$ cat src/rtl/alu_serial_seq.sv
// ---------------------------------------------------------------------------
// alu_serial_seq -- bit-serial sequencer for a combinational 1-bit ALU slice
//
// An N-bit operand pair and a 2-bit op are accepted through a valid/ready
// handshake. The sequencer then presents one bit per cycle to the slice,
// LSB first, and feeds the slice carry back in on the following bit. The
// slice sum bits are collected into an N-bit result. The result is offered
// through a second valid/ready handshake.
//
// This file also holds alu1bit, the combinational slice that sits on the
// other side of the slice_* ports.
//
// Ports
//   clk, rst_n            clock (rising edge), asynchronous active-low reset
//   in_valid / in_ready   request handshake; a_in, b_in and op_in are
//                         captured when both are high
//   a_in, b_in [N-1:0]    operands
//   op_in [1:0]           00 NOR, 01 XOR, 10 ADD, 11 SUB (A-B)
//   slice_a, slice_b      current operand bits to the slice
//   slice_cin, slice_op   carry-in and op to the slice
//   slice_s, slice_cout   combinational sum and carry back from the slice
//   out_valid / out_ready result handshake
//   result [N-1:0]        operation result, modulo 2^N
//   carry                 ADD: carry-out; SUB: 1 = no borrow; NOR/XOR: 0
//   zero                  result == 0
// ---------------------------------------------------------------------------
module alu_serial_seq #(
  parameter int N = 8
) (
  input  logic         clk,
  input  logic         rst_n,
  input  logic         in_valid,
  output logic         in_ready,
  input  logic [N-1:0] a_in,
  input  logic [N-1:0] b_in,
  input  logic [1:0]   op_in,
  output logic         slice_a,
  output logic         slice_b,
  output logic         slice_cin,
  output logic [1:0]   slice_op,
  input  logic         slice_s,
  input  logic         slice_cout,
  output logic         out_valid,
  input  logic         out_ready,
  output logic [N-1:0] result,
  output logic         carry,
  output logic         zero
);

  localparam int CW = (N > 2) ? $clog2(N) : 1;
  localparam logic [CW-1:0] LAST = CW'(N - 1);
  localparam logic [1:0] OP_SUB = 2'b11;

  typedef enum logic [1:0] {
    IDLE = 2'd0,
    RUN  = 2'd1,
    DONE = 2'd2
  } state_t;

  state_t          state_reg, state_next;
  logic [CW-1:0]   cnt_reg;
  logic [N-1:0]    a_sh_reg, b_sh_reg, res_sh_reg;
  logic [N-1:0]    res_next;
  logic [1:0]      op_reg;
  logic            carry_reg;
  logic            carry_next;
  logic            last_bit;

  // The newest sum bit enters at the MSB; after N shifts the first (LSB)
  // sum bit has arrived at bit 0.
  assign res_next   = {slice_s, res_sh_reg[N-1:1]};
  // Logic ops never propagate a carry, so the slice cout is only trusted
  // for the arithmetic ops.
  assign carry_next = op_reg[1] ? slice_cout : 1'b0;
  assign last_bit   = (cnt_reg == LAST);

  // -------------------------------------------------------------------------
  // State register
  // -------------------------------------------------------------------------
  always_ff @(posedge clk or negedge rst_n) begin
    if (!rst_n) begin
      state_reg <= IDLE;
    end else begin
      state_reg <= state_next;
    end
  end

  // -------------------------------------------------------------------------
  // Next state and handshake / slice outputs
  // -------------------------------------------------------------------------
  always_comb begin
    state_next = state_reg;
    in_ready   = 1'b0;
    out_valid  = 1'b0;
    slice_a    = 1'b0;
    slice_b    = 1'b0;
    slice_cin  = 1'b0;
    slice_op   = 2'b00;
    case (state_reg)
      IDLE: begin
        in_ready = 1'b1;
        if (in_valid) begin
          state_next = RUN;
        end
      end
      RUN: begin
        slice_a   = a_sh_reg[0];
        slice_b   = b_sh_reg[0];
        slice_cin = carry_reg;
        slice_op  = op_reg;
        if (last_bit) begin
          state_next = DONE;
        end
      end
      DONE: begin
        out_valid = 1'b1;
        // Returning to IDLE here means in_ready only rises the cycle after
        // the result handshake.
        if (out_ready) begin
          state_next = IDLE;
        end
      end
      default: begin
        state_next = IDLE;
      end
    endcase
  end

  // -------------------------------------------------------------------------
  // Datapath: operand/result shift registers, carry feedback, outputs
  // -------------------------------------------------------------------------
  always_ff @(posedge clk or negedge rst_n) begin
    if (!rst_n) begin
      a_sh_reg   <= '0;
      b_sh_reg   <= '0;
      res_sh_reg <= '0;
      op_reg     <= 2'b00;
      carry_reg  <= 1'b0;
      cnt_reg    <= '0;
      result     <= '0;
      carry      <= 1'b0;
      zero       <= 1'b0;
    end else begin
      case (state_reg)
        IDLE: begin
          if (in_valid) begin
            a_sh_reg  <= a_in;
            b_sh_reg  <= b_in;
            op_reg    <= op_in;
            cnt_reg   <= '0;
            // SUB is A + ~B + 1: the slice inverts B, we supply the +1.
            carry_reg <= (op_in == OP_SUB);
          end
        end
        RUN: begin
          res_sh_reg <= res_next;
          a_sh_reg   <= a_sh_reg >> 1;
          b_sh_reg   <= b_sh_reg >> 1;
          carry_reg  <= carry_next;
          cnt_reg    <= cnt_reg + 1'b1;
          if (last_bit) begin
            result <= res_next;
            carry  <= carry_next;
            zero   <= (res_next == '0);
          end
        end
        default: begin
          // DONE: everything holds until the consumer takes the result.
        end
      endcase
    end
  end

endmodule


$ cat config.mk
export PLATFORM = sky130hd
export DESIGN_NAME = alu_serial_seq
export DESIGN_NICKNAME = d
export VERILOG_FILES = /design/src/rtl/alu_serial_seq.sv
export SDC_FILE = /design/constraint.sdc
export NUM_CORES = 1
export LEC_CHECK = 0
export CORE_MARGIN = 2
export CORE_UTILIZATION = 30
export DETAILED_ROUTE_END_ITERATION = 8
export DONT_BUFFER_PORTS = 1
export HOLD_SLACK_MARGIN = 0.06
export PLACE_DENSITY = 0.41
export SYNTH_ARGS = -nofsm -noshare
export SYNTH_HDL_FRONTEND = slang
export SYNTH_SLANG_ARGS = --single-unit
$ cat constraint.sdc
create_clock -name clk -period 1.6 [get_ports clk]
set_input_delay 0.32 -clock clk [delete_from_list [all_inputs] [get_ports clk]]
set_output_delay 0.32 -clock clk [all_outputs]
set_load 0.05 [all_outputs]
# Word level (Yosys, flattened, before mapping)
# Cells that the tools add are included.
[totals]
register_bits = 42
inputBits = 24
word_cells = 44
[op_classes]
n_addsub = 1
n_eq_ne = 7
n_mux = 19
reduce_logical = 7
[op_table]
columns = ["op", "n"]
rows = [
  ["8-bit one-hot mux with 2 select lines", 2],
  ["8-bit 2-to-1 mux", 2],
  ["8-bit logical NOT", 1],
  ["2-bit 2-to-1 mux", 4],
  ["1-bit 2-to-1 mux", 7],
  ["2-bit inequality test (second input constant)", 3],
  ["2-bit one-hot mux with 3 select lines", 1],
  ["3-bit one-hot mux with 2 select lines", 1],
  ["2-bit AND reduction", 3],
  ["2-bit equality test (second input constant)", 2],
  ["3-bit by 1-bit adder with 3-bit output (second input constant)", 1],
  ["3-bit equality test (second input constant)", 1],
  ["3-bit 2-to-1 mux", 1],
  ["3-bit AND reduction", 1],
  ["2-bit by 1-bit equality test with 1-bit output (second input constant)", 1],
  ["2-bit logical NOT", 1],
  ["1-bit one-hot mux with 2 select lines", 1],
  ["2-bit nonzero test", 1],
]

# Longest topological paths before layout
# Gate-level depths: netlist of the first run.
[logic_depth]
depth_word = 3
depth_mapped = 6

# Worst setup path after synthesis of the first run
# No wires, ideal clock.
[synth_timing]
path_kind = "register -> output"
startpoint = "register state_reg[1]"
endpoint = "output port in_ready"
t_arrival_ns = 1.390
path_slack_ns = -0.110
stages_incl_launch_ff = 4
path_cell_list = "dfrtp_1 -> buf_2 -> clkbuf_1 -> nor2_1"
[synth_between]
elab_chain_cells = 2
[synth_lines]
columns = ["element", "line_no", "rtl"]
rows = [
  ["start: declaration", "60", "state_t state_reg, state_next;"],
  ["start signal: assignment", "84", "state_reg <= state_next;"],
  ["2-bit logical NOT", "99", "case (state_reg)"],
  ["1-bit 2-to-1 mux", "99", ""],
  ["end: declaration", "33", "output logic in_ready,"],
]
# No other way between the ends.

# Worst setup path in the final report of the first run
[layout_timing]
startpoint = "register state_reg[0]"
endpoint = "register op_reg[0]"
[layout_between]
elab_chain_cells = 2
[layout_lines]
columns = ["element", "line_no", "rtl"]
rows = [
  ["2-bit logical NOT", "144", "case (state_reg)"],
  ["2-bit AND reduction (no line)", "n/a", ""],
  ["end signal: assignment", "149", "op_reg <= op_in;"],
  ["end: declaration", "64", "logic [1:0] op_reg;"],
]
# No other way between the ends.
# A chain may end at the register's enable or synchronous reset.

==> run_results.csv, run 1 <==
group,metric,value,unit
clocking,cts_buffer_depth,2,
routing,dr_total_vias,1345,
synth,synth_area_leaders,"dfrtp_1 55%, nand2_1 6.6%, o21ai_0 5.6%",
hold_path,min_path_type,"in2reg",
timing,finalHoldViolCount,0,
clocking,htreeDepth,2,
timing,tns,0,ps
synth,yosysTopAreaCell,"dfrtp_1",
synth,synth_edf_count,0,
layout,layout-drive-gt1-share,0.244,
setup_path,crit_start,"state_reg[0]",
layout,fin_nets,226,
timing,finalCriticalPeriod,1590,ps
synth,async_flop_share,1.00,
power_and_ir_drop,power_density,2210,nW/um^2
timing,final.setup_skew,10.0,ps
routing,drc_errors,0,
clocking,cts.clk_slew.worst_paths,80,ps
placement,port-buffer-count,0,
synth,yosysUniqueCellTypes,24,
timing,tightest_slew,595,ps
placement,place_congestion,0.710,
timing,clock.fmax,627,MHz
setup_path,critPathArrivalTime,1770,ps
routing,post_drt_wl_per_cell,15.9,um
layout,insertedDiodeCount,0,
timing,slew-limit-headroom,0.603,
routing,vias_per_cell,4.87,
setup_path,critPathCapture,"op_reg[0]",
synth,synth_nets,209,
clocking,clkLatencyLatePin,290,ps
grt,grt_pass1_vias,1382,
timing,drv_slew,0,
setup_path,timing.reg2reg.worst_path_depth,3,
synth,avgSynthCellArea,10.2,sq um
timing,rsz0062_at_grt,"yes",
setup_path,crit_fanout,10,
setup_path,crit_type,"reg2reg",
power_and_ir_drop,ir_worst_vdd,0.000972,V
clocking,cts_root_buffer,"clkbuf_8",
timing,finalSetupViolCount,0,
synth,ys_seq_area_frac,0.551,
synth,synth_top_area_frac,0.551,
die,placementRows,28,
timing,fin_crit_sh,0.997,
die,start_util,0.313,
layout,fillers,597,
job,cap_viol_max_count,0,
clocking,clkSinkCount,41,
layout,syn_to_final_growth,27.5,%
die,die_x,82.8,um
setup_path,max_stage_delay,570,ps
die,io_pins,41,
setup_path,crit_slowest_cell,"or3b_1",
power_and_ir_drop,p_leak,1.13,nW
grt,grt_max_degree,42,
routing,drt_iter0_drc,27,
setup_path,critPathBufInv,1,
routing,routed_wl,4.39,mm
setup_path,path_depth,3,
setup_path,cp_top_family,"simple AND/OR/NAND/NOR gates",
synth,syn_inst,183,
setup_path,r2r-end,"op_reg[0]",
die,die_area,6860,sq um
die,core-area,5960,sq um
power_and_ir_drop,finalPower,0.00524,W
grt,overflow,0,
grt,grt_usage,0.133,
placement,dpl.hpwl,2.93,mm
setup_path,end_kind,"flop",
synth,ys_ff_latch,41,
setup_path,cp-start-kind,"flop",
synth,yosysWarnings,0,
setup_path,path_cells,"buf_4 > or3b_1 > mux2_4",
status,outcome,"finished, final reports clean",
die,die_h,82.8,um
routing,dr.pass1.iters,4,
setup_path,reg2reg_slack,5,ps
grt,grt_pass1_wl,7.27,mm
synth,ys.flop_type,"dfrtp_1",
setup_path,cp.required,1770,ps
clocking,numCtsBuffers,5,
routing,ant_nets,0,
clocking,cts_tree,"done",
setup_path,r2r_start,"state_reg[0]",
grt,antenna_found_initial,0,
synth,netlist_area,1860,sq um
[cell usage after synthesis, types with 4 or more instances]
master	n
dfrtp_1	41
and2b_1	5
a21oi_1	14
a22oi_1	13
nand3_1	4
buf_2	8
nor2b_1	10
nand2_1	33
mux2_2	8
o21ai_0	21
and2_1	5
[logic make-up after synthesis]
| group | synth area share |
|---|---|
| flip-flops | 0.551 |
| AO/OA/AOI/OAI | 0.155 |
| adder cells (fa/ha/maj) | 0.0134 |
| AND/OR/NAND/NOR | 0.177 |
| multiplexers | 0.0645 |
| buffers and inverters | 0.0396 |
[layer usage]
layer	up-vias	share of wire	track usage
li1	658	-	-
met1	660	0.43	0.159
met2	25	0.51	0.224
met3	2	0.052	0.0487
met4	0	0.0034	0.0358
met5	-	0	0
[what timing repair did]
item                                    CTS  global route
hold buffers                              2             0
endpoints found under the setup margin    5            17
hold endpoints to repair                 41             0
pin swaps                                 4             6
buffers inserted                          2             2
cloned                                    0             1
gates resized for setup                   6            14
[how the worst min path moves through the flow]
stage | start | to | slack, ps | cells after the start
floorplan | rst_n | a_sh_reg[0] | 20 | 0
global placement | rst_n | b_sh_reg[3] | 30 | 0
detailed placement | rst_n | b_sh_reg[3] | 30 | 0
CTS | out_ready | state_reg[1] | 120 | 1
global route | out_ready | state_reg[1] | 100 | 1
finish | out_ready | state_reg[1] | 130 | 1
[metrics by stage]
| stage | area, sq um | util | setup WS, ps | hold WS, ps | std cells |
|---|---|---|---|---|---|
| after global routing | 2370 | 0.399 | -67.7 | 102 | 276 |
| final | 2370 | 0.399 | 5.02 | 134 | 276 |
| after floorplan | 1870 | - | 26.8 | 24.4 | 183 |
| after detailed placement | 2100 | 0.353 | 69.3 | 26.0 | 261 |
| after CTS | 2280 | 0.383 | -19.2 | 119 | 273 |
| after global placement | 2100 | 0.353 | 105 | 25.7 | 261 |
[cell usage in the layout (no fill, tap or decap)]
cell type,count
a21oi_1,14
a22oi_1,13
and2_4,5
and2b_1,5
and3b_1,1
buf_12,8
buf_4,11
buf_6,1
bufinv_16,1
clkbuf_1,1
clkbuf_16,1
clkbuf_8,6
dfrtp_1,41
dlygate4sd3_1,1
ha_2,1
ha_4,1
inv_1,2
inv_2,1
mux2_4,10
nand2_1,33
nand2b_1,1
nand2b_4,1
nand3_1,4
nand3b_1,1
nor2_2,1
nor2b_1,9
nor2b_4,1
nor4_1,2
o21ai_0,21
o21bai_1,1
o221ai_1,1
or3b_1,1
[report_power, final]
group,switching (W),internal [W]
Combinational,0.00106,0.00106
Sequential,0.000770,0.00148
Clock,0.000352,0.000509
Total,0.00219,0.00306
[cell type report]
class | instances | area [sq um] | share of cell area
flip-flops and latches | 41 | 1030 | 0.432
multi-input cells | 127 | 838 | 0.353
repair buffers | 22 | 289 | 0.122
well taps | 75 | 93.8 | 0.0395
clock buffers | 7 | 86.3 | 0.0364
clock inverters | 1 | 30.0 | 0.0126
inverters | 3 | 11.3 | 0.00474
No activity file was read; power rests on OpenSTA's default activity.
==> run 2, diff against run 1 <==
--- a/config.mk
+++ b/config.mk
@@ -5,12 +5,13 @@
 export SDC_FILE = /design/constraint.sdc
 export NUM_CORES = 1
 export LEC_CHECK = 0
+export CAP_MARGIN = 20
 export CORE_MARGIN = 2
 export CORE_UTILIZATION = 30
 export DETAILED_ROUTE_END_ITERATION = 8
 export DONT_BUFFER_PORTS = 1
 export HOLD_SLACK_MARGIN = 0.06
-export PLACE_DENSITY = 0.41
+export PLACE_DENSITY = 0.4
 export SYNTH_ARGS = -nofsm -noshare
 export SYNTH_HDL_FRONTEND = slang
 export SYNTH_SLANG_ARGS = --single-unit
==> constraint.sdc (replaced) <==
create_clock -name clk -period 1.55 [get_ports clk]
set_input_delay 0.31 -clock clk [delete_from_list [all_inputs] [get_ports clk]]
set_output_delay 0.31 -clock clk [all_outputs]
set_load 0.05 [all_outputs]
==> run 2 against run 1 <==
Compared with the run above: the run now ends with setup timing left; hold slack got worse by 11 ps; clock skew fell by 4.5 ps; routed wire length rose by 2.0%; utilization rose by 0.40 points; setup slack got worse by 29 ps; sequential power rose by 3%; register-to-register slack barely moved; die area did not move; global-route usage fell by 0.23 points; final cell count rose by 2.2%; combinational power rose by 9.9%; critical path depth rose by 1.
==> run_results.csv, run 2 (synthesis results as in run 1) <==
group,metric,value,unit
timing,finalCriticalPeriod,1570,ps
layout,fin_util,0.403,
layout,insertedDiodeCount,0,
grt,grt_max_degree,42,
routing,drt_iter0_drc,46,
routing,top_layer_used,"met4",
timing,fin_crit_sh,1.02,
power_and_ir_drop,swShare,0.429,
layout,multiInputGateArea,838,sq um
timing,final.setup_skew,5.51,ps
power_and_ir_drop,seqPwrFrac,0.436,
setup_path,crit_fanout,6,
die,start_util,0.313,
layout,regArea,1030,sq um
routing,wirelength_met1,1.84,mm
die,core-area,5960,sq um
clocking,cts_tree,"done",
routing,drc_errors,0,
grt,grt_usage,0.130,
layout,mostFrequentLayoutCell,"dfrtp_1",
timing,finalSetupViolCount,5,
grt,grt_pass1_vias,1455,
grt,grt_pass1_wl,7.26,mm
setup_path,cp.required,1240,ps
clocking,numCtsBuffers,5,
clocking,cts_buffer_depth,2,
power_and_ir_drop,ir_worst_vdd,0.000721,V
placement,dpl.hpwl,2.98,mm
setup_path,crit_type,"reg2out",
routing,dr_wl_met2,2.34,mm
die,die_h,82.8,um
layout,layout-drive-gt1-share,0.266,
routing,dr_total_vias,1398,
power_and_ir_drop,finalPower,0.00534,W
power_and_ir_drop,p_int,0.00305,W
clocking,clkLatencyLatePin,290,ps
grt,overflow,0,
layout,syn_to_final_growth,28.7,%
power_and_ir_drop,p_switching,0.00229,W
power_and_ir_drop,p_leak,1.14,nW
power_and_ir_drop,pwr-share-clk,0.125,
timing,tns,-82.3,ps
routing,post_drt_wl_per_cell,15.9,um
routing,routed_wl,4.48,mm
timing,slew-limit-headroom,0.670,
timing,clock.fmax,635,MHz
layout,fin_nets,232,
routing,route.met3.wl,221,um
die,io_pins,41,
clocking,htreeDepth,2,
power_and_ir_drop,power_density,2230,nW/um^2
layout,fillers,597,
layout,final_cell_mix,"40 x dfrtp_1, 33 x nand2_1, 20 x o21ai_0",
routing,vias_per_cell,4.96,
status,violations,"setup timing",
status,outcome,"finished, violations left",
setup_path,critPathArrivalTime,1260,ps
placement,pre_cts_slack,20.5,ps
hold_path,min_path_type,"in2reg",
job,cap_viol_max_count,0,
power_and_ir_drop,share_comb_of_total_power,0.439,
die,die_area,6860,sq um
grt,antenna_found_initial,0,
placement,place_congestion,0.698,
timing,tightest_slew,495,ps
routing,ant_nets,0,
placement,port-buffer-count,0,
timing,fin_ws,-23.7,ps
die,die_x,82.8,um
routing,dr.pass1.iters,4,
timing,whs,123,ps
clocking,clkSinkCount,41,
die,placementRows,28,
clocking,cts.clk_slew.worst_paths,80,ps
clocking,cts_root_buffer,"clkbuf_8",
timing,drv_slew,0,
timing,rsz0062_at_grt,"yes",
timing,finalHoldViolCount,0,
setup_path,cp-start-kind,"flop",
setup_path,end_kind,"output port",
[run 2: cell count changes in the layout (fill, tap and decap cells not counted), sizes merged]
cell	before	now
buf	20	26
bufinv	1	0
clkbuf	8	7
clkinv	0	2
[run 2: critical path, stage by stage, from the launching register on]
cell,delay (ps)
dfrtp_2,440
nor2b_4,130
buf_6,130
and2_4,150
buf_12,130
[run 2: path summary, 6_finish.rpt]
check | cells after the start | slack [ps] | start | end
worst max-delay path | 4 | -20 | state_reg[1] | slice_op[0]
max in group asynchronous | 2 | 860 | rst_n | state_reg[1]
worst min register to register | 2 | 490 | b_sh_reg[2] | b_sh_reg[2]
worst min-delay path | 1 | 120 | out_ready | state_reg[1]
min in group asynchronous | 2 | 470 | rst_n | b_sh_reg[0]
worst max register to register | 5 | 10 | cnt_reg[0] | result[2]
[run 2: metrics by stage]
step / std cells / cell area, sq um
2_1_floorplan: 183 / 1870
3_3_place_gp: 263 / 2110
3_5_place_dp: 263 / 2110
4_1_cts: 277 / 2290
5_1_grt: 282 / 2400
6_report: 282 / 2400
[run 2: routing by layer]
layer	up-vias	track usage
li1	673	-
met1	684	0.151
met2	33	0.229
met3	8	0.0467
met4	0	0.0328
met5	-	0
[run 2: final cells by class]
cell class,count,share of cell area
clock buffers,6,0.0303
repair buffers,28,0.144
flip-flops and latches,41,0.428
inverters,3,0.00469
clock inverters,2,0.00417
well taps,75,0.0391
multi-input cells,127,0.350
[run 2: power groups by stage]
stage | combinational, W | clock (W) | sequential, W
final | 0.00234 | 0.000669 | 0.00233
after global routing | 0.00258 | 0.000743 | 0.00240
after CTS | 0.00221 | 0.000707 | 0.00232
after detailed placement | 0.00195 | 0 | 0.00235
after global placement | 0.00190 | 0 | 0.00233
after floorplan | 0.00133 | 0 | 0.00222
[run 2: what timing repair did]
| item | CTS | global route |
|---|---|---|
| hold endpoints to repair | 41 | 0 |
| setup buffers | 4 | 4 |
| setup endpoints to repair | 7 | 15 |
| pin swaps | 3 | 3 |
| cloned | 0 | 1 |
| resized for setup | 15 | 13 |
| hold buffers | 2 | 0 |
==> run 3, diff against run 2 <==
--- a/config.mk
+++ b/config.mk
@@ -15,3 +15,4 @@
 export SYNTH_ARGS = -nofsm -noshare
 export SYNTH_HDL_FRONTEND = slang
 export SYNTH_SLANG_ARGS = --single-unit
+export TNS_END_PERCENT = 100
==> results of run 3 <==
Final layout, timing and power as in run 2 (identical DEF).
==> RTL change, RTL diff (flow settings as in run 2) <==
Set the parameter `N` to 16 (it was 8).
--- a/src/rtl/alu_serial_seq.sv
+++ b/src/rtl/alu_serial_seq.sv
@@ -25,7 +25,7 @@
 //   zero                  result == 0
 // ---------------------------------------------------------------------------
 module alu_serial_seq #(
-  parameter int N = 8
+  parameter int N = 16
 ) (
   input  logic         clk,
   input  logic         rst_n,
Ports: changed (resized a_in, b_in and result); port bits go from 41 to 65. The function was not compared with the original's and may differ.
==> RTL change against run 2 <==
The run ends with negative hold slack, negative setup slack left; synthesized cell count rose by 60%; area after synthesis rose by 73%; sequential cell count grew 33; cell area up 66%; register-to-register slack worse by 0.09 ns; setup slack worse by 0.16 ns; worst hold slack worse by 0.46 ns; power rose by 60%; utilization is 1.8 points lower; routed wire length grew 58%; critical path type unchanged; largest cell class unchanged; largest power group is now registers.
==> RTL change: results (changes against run 2) <==
stage,metric,value,unit,change
outcome,status,"finished, violations left",,
outcome,failing checks,"negative hold slack, negative setup slack",,
global_routing,vias in the first global route,2227,,+53%
sta,Fin. Hold Viols,74,,+74
critical_path,FF-to-FF path depth,7,,+2
sta,Setup WS post-layout,-0.188,ns,-0.165 ns
clock_network,"Clk Latency, worst-skew pair",0.34,ns,+0.05 ns
logic_synthesis,Cell variety after synth,31,,+29%
place,Final GP Congestion,0.684,,-2.0%
place,Placed Area,3550,um2,+69%
place,PortBufs,0,,unchanged
drt,vias,2116,,+51%
sta,worst hold slack,-0.341,ns,-0.465 ns
final_layout,nets@finish,362,,+56%
power,switch share,41.1,%,-1.8 points
logic_synthesis,Area contributors post-synth,"dfrtp_1 (57%), nand2_1 (9.9%), mux2i_1 (9.6%), o21ai_1 (4.3%), mux2_4 (4.2%)",,
critical_path,worst-path fanout max,8,,+2
global_routing,largest net degree at the start of global routing,75,,+79%
power,Lkg Pwr,1.78,nW,+56%
final_layout,share of post-route cells with drive strength above 1,25.8,%,-0.80 points
drt,WL/cell,15.3,um,-3.6%
place,placed cell count,433,,+65%
critical_path,CP Data Arrival Time,1.43,ns,+0.17 ns
place,post-DP HPWL,4.45,mm,+49%
sta,Worst-Margin Slew,0.498,ns,+0.00264 ns
logic_synthesis,most common flop cell mapped by yosys,dfrtp_1,,
final_layout,# diodes,0,,unchanged
global_routing,gr usage total,12.8,%,-0.25 points
logic_synthesis,commonest cells in the synthesized netlist,"nand2_1 (85), dfrtp_1 (74), mux2i_1 (31)",,
logic_synthesis,post-synthesis sequential area ratio,57.3,%,+2.3 points
logic_synthesis,Mapped Nets,333,,+59%
drt,mean number of vias per cell,4.58,,-7.6%
drt,Iter 0 DRT Violations,128,,+180%
min_path,Hold Path Class,input pin to async pin,,
sta,count of final setup violators,30,,+25
clock_network,worst-case clock buffer depth,2,,unchanged
clock_network,CTS buffer count,9,,+4
logic_synthesis,syn_area_per_cell,11.1,um2,+8.6%
global_routing,first-pass GRT wire length,11.4,mm,+57%
clock_network,H-tree depth,3,,+1
sta,clk_skew,0.00919,ns,+0.00368 ns
final_layout,fillcell total,1042,,+75%
power,VDD IR-drop max,772,uV,+7.0%
## RTL change: cell types whose count changed after synthesis, moves of 14 or more
cell / before / now
dfrtp_1: 41 / 74
o21ai_1: 0 / 28
a21oi_1: 14 / 0
mux2i_1: 0 / 31
nand2_1: 33 / 85
## RTL change: power by group through the flow
stage | Clock [mW] | Sequential, mW | Combinational (mW)
after floorplan | 0 | 3.73 | 2.10
after global placement | 0 | 3.85 | 2.81
after detailed placement | 0 | 3.84 | 2.85
after CTS | 1.57 | 3.82 | 3.00
after global routing | 1.65 | 3.91 | 3.63
final | 1.50 | 3.80 | 3.26
## RTL change: routing by layer
layer	wire, um	track usage [%]
met2	3410	20.1
met4	43	4.40
met3	367	4.54
met5	0	0
met1	3260	16.3
## RTL change: area by class of cell
class                   instances  area [um2]  share of cell area [%]
flip-flops and latches         74        1850                    46.4
multi-input cells             200        1350                    33.8
repair buffers                 35         417                    10.4
well taps                     136         170                    4.26
clock buffers                  12         145                    3.64
clock inverters                 4        51.3                    1.29
inverters                       1        3.75                  0.0941
## RTL change: logic make-up (layout without fill, tap and decap cells)
| group | count (synthesis) | count (layout) | share of synthesized area, % |
|---|---|---|---|
| muxes | 49 | 49 | 16.9 |
| and+or+nand+nor | 105 | 105 | 14.3 |
| AOI/OAI and AO/OA | 44 | 44 | 7.44 |
| xor gates and xnor gates | 1 | 1 | 0.271 |
| adders and majority gates | 1 | 1 | 0.387 |
| buffers and inverters | 18 | 52 | 3.29 |
| DFF | 74 | 74 | 57.3 |
## RTL change: path summary, 6_finish.rpt
kind	start	end	slack, ns
hold reg to reg	b_sh_reg[13]	b_sh_reg[12]	0.48
max in group asynchronous	rst_n	res_sh_reg[3]	1.77
setup / recovery	state_reg[1]	slice_b	-0.19
hold / removal	rst_n	a_sh_reg[3]	-0.34
setup reg to reg	state_reg[1]	b_sh_reg[7]	-0.08
min in group clk	b_in[15]	b_sh_reg[15]	0.10
## RTL change: worst max-delay path, stage by stage (launching register included)
cell and delay [ns]:
dfrtp_1 0.40, buf_6 0.13, nor2b_4 0.23, and2_4 0.20
buf_12 0.13
## RTL change: stage by stage
stage               total power, mW  worst slack (ns)  TNS, ns
detailed placement             6.70            0.0300        0
CTS                            8.39            -0.231    -2.05
global route                   9.19            -0.281    -4.75
global placement               6.67            0.0425        0
finish                         8.55            -0.188    -2.11
floorplan                      5.83            0.0503        0
## RTL change: what timing repair did
| item | CTS | global route |
|---|---|---|
| pin swaps | 5 | 5 |
| hold endpoints to repair | 74 | 75 |
| cloned | 0 | 3 |
| gates resized for setup | 11 | 20 |
| buffers inserted | 4 | 5 |
| endpoints found under the setup margin | 5 | 44 |
